**config.mk**
```make
export PLATFORM = sky130hd
export DESIGN_NAME = seg_scan_driver
export DESIGN_NICKNAME = d
export VERILOG_FILES = /design/src/rtl/seg_scan_driver.sv
export SDC_FILE = /design/constraint.sdc
export NUM_CORES = 1
export LEC_CHECK = 0
export BUFFER_PORTS_ARGS = -buffer_cell sky130_fd_sc_hd__buf_2
export CAP_MARGIN = 5
export CORE_ASPECT_RATIO = 1.25
export CORE_MARGIN = 3
export CORE_UTILIZATION = 53
export DETAILED_ROUTE_END_ITERATION = 12
export PLACE_DENSITY = 0.75
export SKIP_CTS_REPAIR_TIMING = 1
export SKIP_LAST_GASP = 1
export SYNTH_ARGS = -nofsm -noshare
export SYNTH_HDL_FRONTEND = slang
export SYNTH_SLANG_ARGS = --single-unit
```
**constraint.sdc**
```tcl
create_clock -name clk -period 2.3 [get_ports clk]
set_input_delay 0.69 -clock clk [delete_from_list [all_inputs] [get_ports clk]]
set_output_delay 0.69 -clock clk [all_outputs]
set_load 0.02 [all_outputs]
```
**src/rtl/seg_scan_driver.sv**
```systemverilog
// seg_scan_driver: 3-digit common-anode 7-segment scan driver fed by the Timer.
// Scans tens/ones/xiaoshu in fixed slots. Each slot opens with a short
// all-off gap to suppress ghosting. Inputs are latched once per frame so a
// digit update never tears across a frame. A steady blink is driven by the
// Timer led flag.
module seg_scan_driver #(
  parameter int unsigned CLK_DIV      = 50000,
  parameter int unsigned BLANK_CYC    = 4,
  parameter int unsigned BLINK_FRAMES = 167,
  parameter bit          LZ_BLANK     = 1'b1
) (
  input  logic       clk,
  input  logic       rst,
  input  logic [3:0] tens,
  input  logic [3:0] ones,
  input  logic [3:0] xiaoshu,
  input  logic       point,
  input  logic       blink,
  output logic [2:0] dig_sel,
  output logic [6:0] seg,
  output logic       dp,
  output logic       frame_done
);

  localparam int unsigned DivW   = $clog2(CLK_DIV);
  localparam int unsigned BlinkW = $clog2(BLINK_FRAMES + 1);

  localparam logic [DivW-1:0]   DivMax   = DivW'(CLK_DIV - 1);
  localparam logic [DivW-1:0]   BlankCyc = DivW'(BLANK_CYC);
  localparam logic [BlinkW-1:0] BlinkMax = BlinkW'(BLINK_FRAMES - 1);

  // Slot index encoding
  localparam logic [1:0] SlotTens = 2'd0;
  localparam logic [1:0] SlotOnes = 2'd1;
  localparam logic [1:0] SlotXs   = 2'd2;

  localparam logic [6:0] SegOff = 7'h7F;

  logic [DivW-1:0]   div_cnt_q, div_cnt_d;
  logic [1:0]        idx_q, idx_d;
  logic [3:0]        sh_tens_q, sh_tens_d;
  logic [3:0]        sh_ones_q, sh_ones_d;
  logic [3:0]        sh_xs_q, sh_xs_d;
  logic              sh_point_q, sh_point_d;
  logic [BlinkW-1:0] blink_cnt_q, blink_cnt_d;
  logic              blink_phase_q, blink_phase_d;
  logic [2:0]        dig_sel_d;
  logic [6:0]        seg_d;
  logic              dp_d;

  logic slot_end, frame_end, frame_start;

  assign slot_end    = (div_cnt_q == DivMax);
  assign frame_end   = slot_end && (idx_q == SlotXs);
  assign frame_start = (div_cnt_q == '0) && (idx_q == SlotTens);

  // Active-low segment pattern {g,f,e,d,c,b,a}; non-BCD codes show a dash.
  function automatic logic [6:0] seg_decode(input logic [3:0] d);
    logic [6:0] s;
    case (d)
      4'd0:    s = 7'h40;
      4'd1:    s = 7'h79;
      4'd2:    s = 7'h24;
      4'd3:    s = 7'h30;
      4'd4:    s = 7'h19;
      4'd5:    s = 7'h12;
      4'd6:    s = 7'h02;
      4'd7:    s = 7'h78;
      4'd8:    s = 7'h00;
      4'd9:    s = 7'h10;
      default: s = 7'h3F;
    endcase
    return s;
  endfunction

  // Prescaler, slot sequencing, per-frame input latch and blink timing.
  always_comb begin
    div_cnt_d     = slot_end ? '0 : div_cnt_q + DivW'(1);
    idx_d         = idx_q;
    sh_tens_d     = sh_tens_q;
    sh_ones_d     = sh_ones_q;
    sh_xs_d       = sh_xs_q;
    sh_point_d    = sh_point_q;
    blink_cnt_d   = blink_cnt_q;
    blink_phase_d = blink_phase_q;

    if (slot_end) begin
      idx_d = (idx_q == SlotXs) ? SlotTens : idx_q + 2'd1;
    end

    if (frame_start) begin
      sh_tens_d  = tens;
      sh_ones_d  = ones;
      sh_xs_d    = xiaoshu;
      sh_point_d = point;
    end

    // Dropping blink always wins, even over a phase toggle on the same edge.
    if (!blink) begin
      blink_cnt_d   = '0;
      blink_phase_d = 1'b0;
    end else if (frame_end) begin
      if (blink_cnt_q == BlinkMax) begin
        blink_cnt_d   = '0;
        blink_phase_d = ~blink_phase_q;
      end else begin
        blink_cnt_d = blink_cnt_q + BlinkW'(1);
      end
    end
  end

  // Display outputs for the current cycle; registered below, one clock behind.
  always_comb begin
    dig_sel_d = 3'b111;
    seg_d     = SegOff;
    dp_d      = 1'b1;
    if (!(div_cnt_q < BlankCyc) && !(blink && blink_phase_q)) begin
      unique case (idx_q)
        SlotTens: begin
          dig_sel_d = 3'b011;
          // Leading zero keeps the digit enabled but lights no segments.
          if (!(LZ_BLANK && (sh_tens_q == 4'd0))) seg_d = seg_decode(sh_tens_q);
        end
        SlotOnes: begin
          dig_sel_d = 3'b101;
          seg_d     = seg_decode(sh_ones_q);
          dp_d      = ~sh_point_q;
        end
        SlotXs: begin
          dig_sel_d = 3'b110;
          seg_d     = seg_decode(sh_xs_q);
        end
        default: begin
          dig_sel_d = 3'b111;
        end
      endcase
    end
  end

  // State and output registers with synchronous reset.
  always_ff @(posedge clk) begin
    if (rst) begin
      div_cnt_q     <= '0;
      idx_q         <= SlotTens;
      sh_tens_q     <= '0;
      sh_ones_q     <= '0;
      sh_xs_q       <= '0;
      sh_point_q    <= 1'b0;
      blink_cnt_q   <= '0;
      blink_phase_q <= 1'b0;
      dig_sel       <= 3'b111;
      seg           <= SegOff;
      dp            <= 1'b1;
      frame_done    <= 1'b0;
    end else begin
      div_cnt_q     <= div_cnt_d;
      idx_q         <= idx_d;
      sh_tens_q     <= sh_tens_d;
      sh_ones_q     <= sh_ones_d;
      sh_xs_q       <= sh_xs_d;
      sh_point_q    <= sh_point_d;
      blink_cnt_q   <= blink_cnt_d;
      blink_phase_q <= blink_phase_d;
      dig_sel       <= dig_sel_d;
      seg           <= seg_d;
      dp            <= dp_d;
      frame_done    <= frame_end;
    end
  end

endmodule
```
---- After elaboration in Yosys (flattened, before gate mapping) ----
Memories as Yosys holds them, arrays and structs flattened. A register that Yosys moved wholly into a read port is not among the register bits.
Index checks and enable logic that the tools add are counted.
storage, ports and cells
  register bits ........................... 52
  bits in read-only memories .............. 336
  output and inout port bits .............. 12
  logic and storage cells ................. 53
  memories ................................ 3
memories
  memory           depth  width  rd ports  clocked after memory_dff  wr ports  line  text
  (no name shown)  16     7      1         1                         0         60    case (d)
  (no name shown)  16     7      1         1                         0         60
  (no name shown)  16     7      1         1                         0         60
cells by class
  add/subtract/negate cells ............... 3
  magnitude comparators ................... 1
  equality and inequality tests ........... 4
  multiplexer cells ....................... 11
  bitwise operators ....................... 5
  reduce and logical (&&, ||, !) cells .... 14
operators with widths
  kind                                                                    count
  4-bit 2-to-1 mux                                                        6
  7-bit case mux with 3 select lines                                      1
  16-bit by 1-bit adder with 16-bit output (second input constant)        1
  16-bit equality test (second input constant)                            1
  16-bit zero test                                                        1
  16-bit by 3-bit < comparator with 1-bit output (second input constant)  1
  3-bit case mux with 3 select lines                                      1
  8-bit by 1-bit adder with 8-bit output (second input constant)          1
  8-bit equality test (second input constant)                             1
  8-bit 2-to-1 mux                                                        1
  7-bit 2-to-1 mux                                                        1
  2-bit OR reduction                                                      3
  1-bit NOT                                                               5
  1-bit logical AND                                                       4
  4-bit zero test                                                         1
  3-bit OR reduction                                                      1
  2-bit by 1-bit adder with 2-bit output (second input constant)          1
  2-bit by 1-bit equality test with 1-bit output (second input constant)  1
  2-bit equality test (second input constant)                             1
  1-bit zero test                                                         2
  2-bit zero test                                                         1
  2-bit 2-to-1 mux                                                        1
  2-bit AND reduction                                                     1

---- Longest topological paths before layout ----
  depth after elaboration ................. 5
  mapped depth ............................ 15

---- Least setup slack after synthesis ----
Ideal clock, no wire load.
  path type ............................... register -> register
  start ................................... register div_cnt_q[10]
  end ..................................... register with a tool-made name
  library setup time ...................... 116 ps
  data arrival time ....................... 2,412 ps
  data required time ...................... 2,184 ps
  slack ................................... -228 ps
  stages on the path, launching flop included .. 16
  cell sequence ........................... dfxtp_1 > nor4_2 > and4_1 > nand3_1 > buf_2 > buf_2 > nand2_1 > a21oi_1 > inv_1 > ha_1 > inv_1 > nor2_1 > nand2_1 > o211ai_1 > o21ai_0 > a31o_2
RTL lines
  what                      line  text
  start: declaration        39    logic [DivW-1:0] div_cnt_q, div_cnt_d;
  start signal: assignment  156   div_cnt_q <= div_cnt_d;

==> reports/qor.yml <==
logic_synthesis:
  synth_top_cell_by_area: "dfxtp_1"
  synth_edf_count: 0
  ys_top_cells_by_count: "dfxtp_1 (73), nor2_1 (42), nand2_1 (41)"
  yosys_warnings: 0
  synth_area_leaders: "dfxtp_1 (44%), ha_1 (7.2%), nor2_1 (4.8%), nand2_1 (4.7%), o21ai_0 (4.0%)"
  synth_seq_cells: 73
  synthCells: 375
  synth_cell_types: 45
  syn_avg_cell_area_um2: 8.772
  synth_top_area_share: 0.4443
  yosysMostFrequentCell: "dfxtp_1"
  syn-num-nets: 410
  async_flop_share: 0
  seq_area_frac_synth: 0.4443
  ys.flop_type: "dfxtp_1"
  synth_area_um2: 3289
layout:
  area_growth_pct: 28.91
  postLayoutCellArea_um2: 4240
  nFillCells: 447
  n_antenna_cell: 0
  nets: 489
  drive_above_1_share: 0.2888
clocking:
  cts-root-buf: "clkbuf_8"
  clk-insertion-delay-late_ns: 0.34
  cts_sinks: 73
  ctsLongestPathBuffers: 2
  clk_transition_reported_paths_ns: 0.07
  cts_max_level: 3
  cts_tree: "built"
  cts_buffers: 9
setup_path:
  critPathMaxFanout: 6
  required_ns: 2.50
  crit_arrival_ns: 2.46
  start_kind: "register"
  worst_setup_path_end_kind: "register"
  r2r_setup_slack_ns: 0.04
  path_class: "register to register"
route:
  vias: 2837
  drtIter0Drc: 149
  drt-pass1-iter-count: 5
  drtAntennaViolNets: 0
  wl_per_cell_um: 13.38
  routed_via_density: 5.263
  routed_wl_um: 7210
  drc: 0
die:
  die_w_um: 76.47
  die_h_um: 94.08
  core_area_um2: 5896
  core.rowCount: 31
  start_util: 0.5579
  die_area_um2: 7194
  num_io_pins: 28
flow_run:
  max_cap_viol_count: 0
global_routing:
  grt_pass1_vias: 2707
  grt_overflow: 0
  grt_use_total: 0.2101
  grt_max_degree: 18
  grt_antenna_before_repair: 0
  grt_pass1_wl_um: 12170
power_and_ir_drop:
  intPower_uw: 2252
  p_leak_uw: 0.001772
  p_sw_frac: 0.2506
  power_per_cell_area_nw_per_um2: 708.6
  power_frac_seq: 0.466
  ir_worst_vdd_v: 0.0003635
  switching_power_uw: 753.1
  p_comb_frac: 0.169
  power_frac_clock: 0.364
sta:
  min_period_over_period: 0.9836
  clock.fmax_ghz: 0.4420
  final_max_slew_viol_count: 0
  setup_viol_count_final: 0
  whs_ns: 0.4162
  worst_pin_slew_ns: 0.4727
  skew_ns: 0.01017
  slew_headroom: 0.6816
  rsz0062_at_grt: "yes"
  hold_viol: 0
  fin_crit_ns: 2.262
placement:
  port_buffers: 27
  dpl_cell_area_um2: 3914
  gp_congestion: 0.8379
  dpl.hpwl_um: 5308
status:
  outcome: "complete, no violations"
min_path:
  hold_class: "register to register"
## cell families after synthesis
kind of cell | count (synthesis) | share of synthesized area
adder cells (fa/ha/maj) | 19 | 0.07227
AO/OA/AOI/OAI | 86 | 0.1594
flip-flops | 73 | 0.4443
multiplexers | 11 | 0.03347
buffers and inverters | 35 | 0.04298
AND/OR/NAND/NOR | 132 | 0.1970
XOR/XNOR | 19 | 0.05059
## placed cells by master (no fill, tap or decap), types with 3 or more instances in the layout
master	Yosys	final
nand2_2	2	6
xor2_1	10	10
o22a_1	7	7
o22ai_1	8	8
or3_1	6	6
buf_4	0	51
a21oi_2	0	3
nand2_1	41	36
nand4_1	8	8
a21oi_4	0	3
nor3_1	6	6
mux2i_1	11	11
o21ai_1	5	6
nor2_1	42	40
inv_1	21	18
inv_2	0	3
nand3_1	7	6
ha_1	19	18
clkbuf_8	0	11
xnor2_1	9	9
a211oi_1	5	5
and3_1	4	4
o21ai_0	26	24
dfxtp_1	73	70
buf_2	4	27
a21oi_1	24	18
## layer usage
| layer | wire length [um] | GRT usage |
|---|---|---|
| met1 | 3280 | 0.2632 |
| met2 | 3443 | 0.3482 |
| met3 | 345 | 0.04894 |
| met4 | 140 | 0.08610 |
| met5 | 0 | 0 |
## worst paths after layout
| kind | depth (start not counted) | from | end |
|---|---|---|---|
| setup / recovery | 11 | div_cnt_q[13] | register |
| hold / removal | 1 | sh_point_q | dp |
| setup reg to reg | 11 | div_cnt_q[13] | register |
| hold reg to reg | 1 | sh_point_q | dp |
## area by class of cell
cell class,instances,area [um^2],share of cell area
Sequential cell,73,1470,0.3467
Clock buffer,11,151.4,0.03570
Tap cell,82,102.6,0.02420
Inverter,22,87.58,0.02066
Multi-Input combinational cell,267,1809,0.4267
Clock inverter,3,65.06,0.01534
Timing Repair Buffer,81,554.3,0.1307
## stage by stage
| stage | TNS, ns | util | setup slack, ns | instances | power, uW |
|---|---|---|---|---|---|
| 6_report | 0 | 0.7192 | 0.03779 | 539 | 3005 |
| 5_1_grt | -1.444 | 0.7192 | -0.1628 | 539 | 3146 |
| 4_1_cts | -0.1132 | 0.7006 | -0.03712 | 533 | 2985 |
| 3_5_place_dp | -0.06233 | 0.6638 | -0.02365 | 519 | 1895 |
| 3_3_place_gp | 0 | 0.6638 | 0.05235 | 519 | 1883 |
| 2_1_floorplan | 0 | - | 0.0006277 | 375 | 1730 |
## critical path, cell delays in order, from the launching register on
cell	delay, ns
dfxtp_1	0.31
nor3_1	0.29
buf_4	0.19
nand4_4	0.10
nor2_4	0.21
buf_4	0.16
nand2_1	0.07
a21oi_2	0.18
inv_1	0.10
ha_1	0.29
mux2i_1	0.13
o21ai_0	0.08
## power by group through the flow
stage          logic [uW]  clock network (uW)  registers, uW
2_1_floorplan         310                   0           1420
3_5_place_dp          463                   0           1430
3_3_place_gp          456                   0           1430
4_1_cts               469                1110           1400
6_report              508                1090           1400
5_1_grt               564                1170           1410
(Power assumes the default switching activity.)
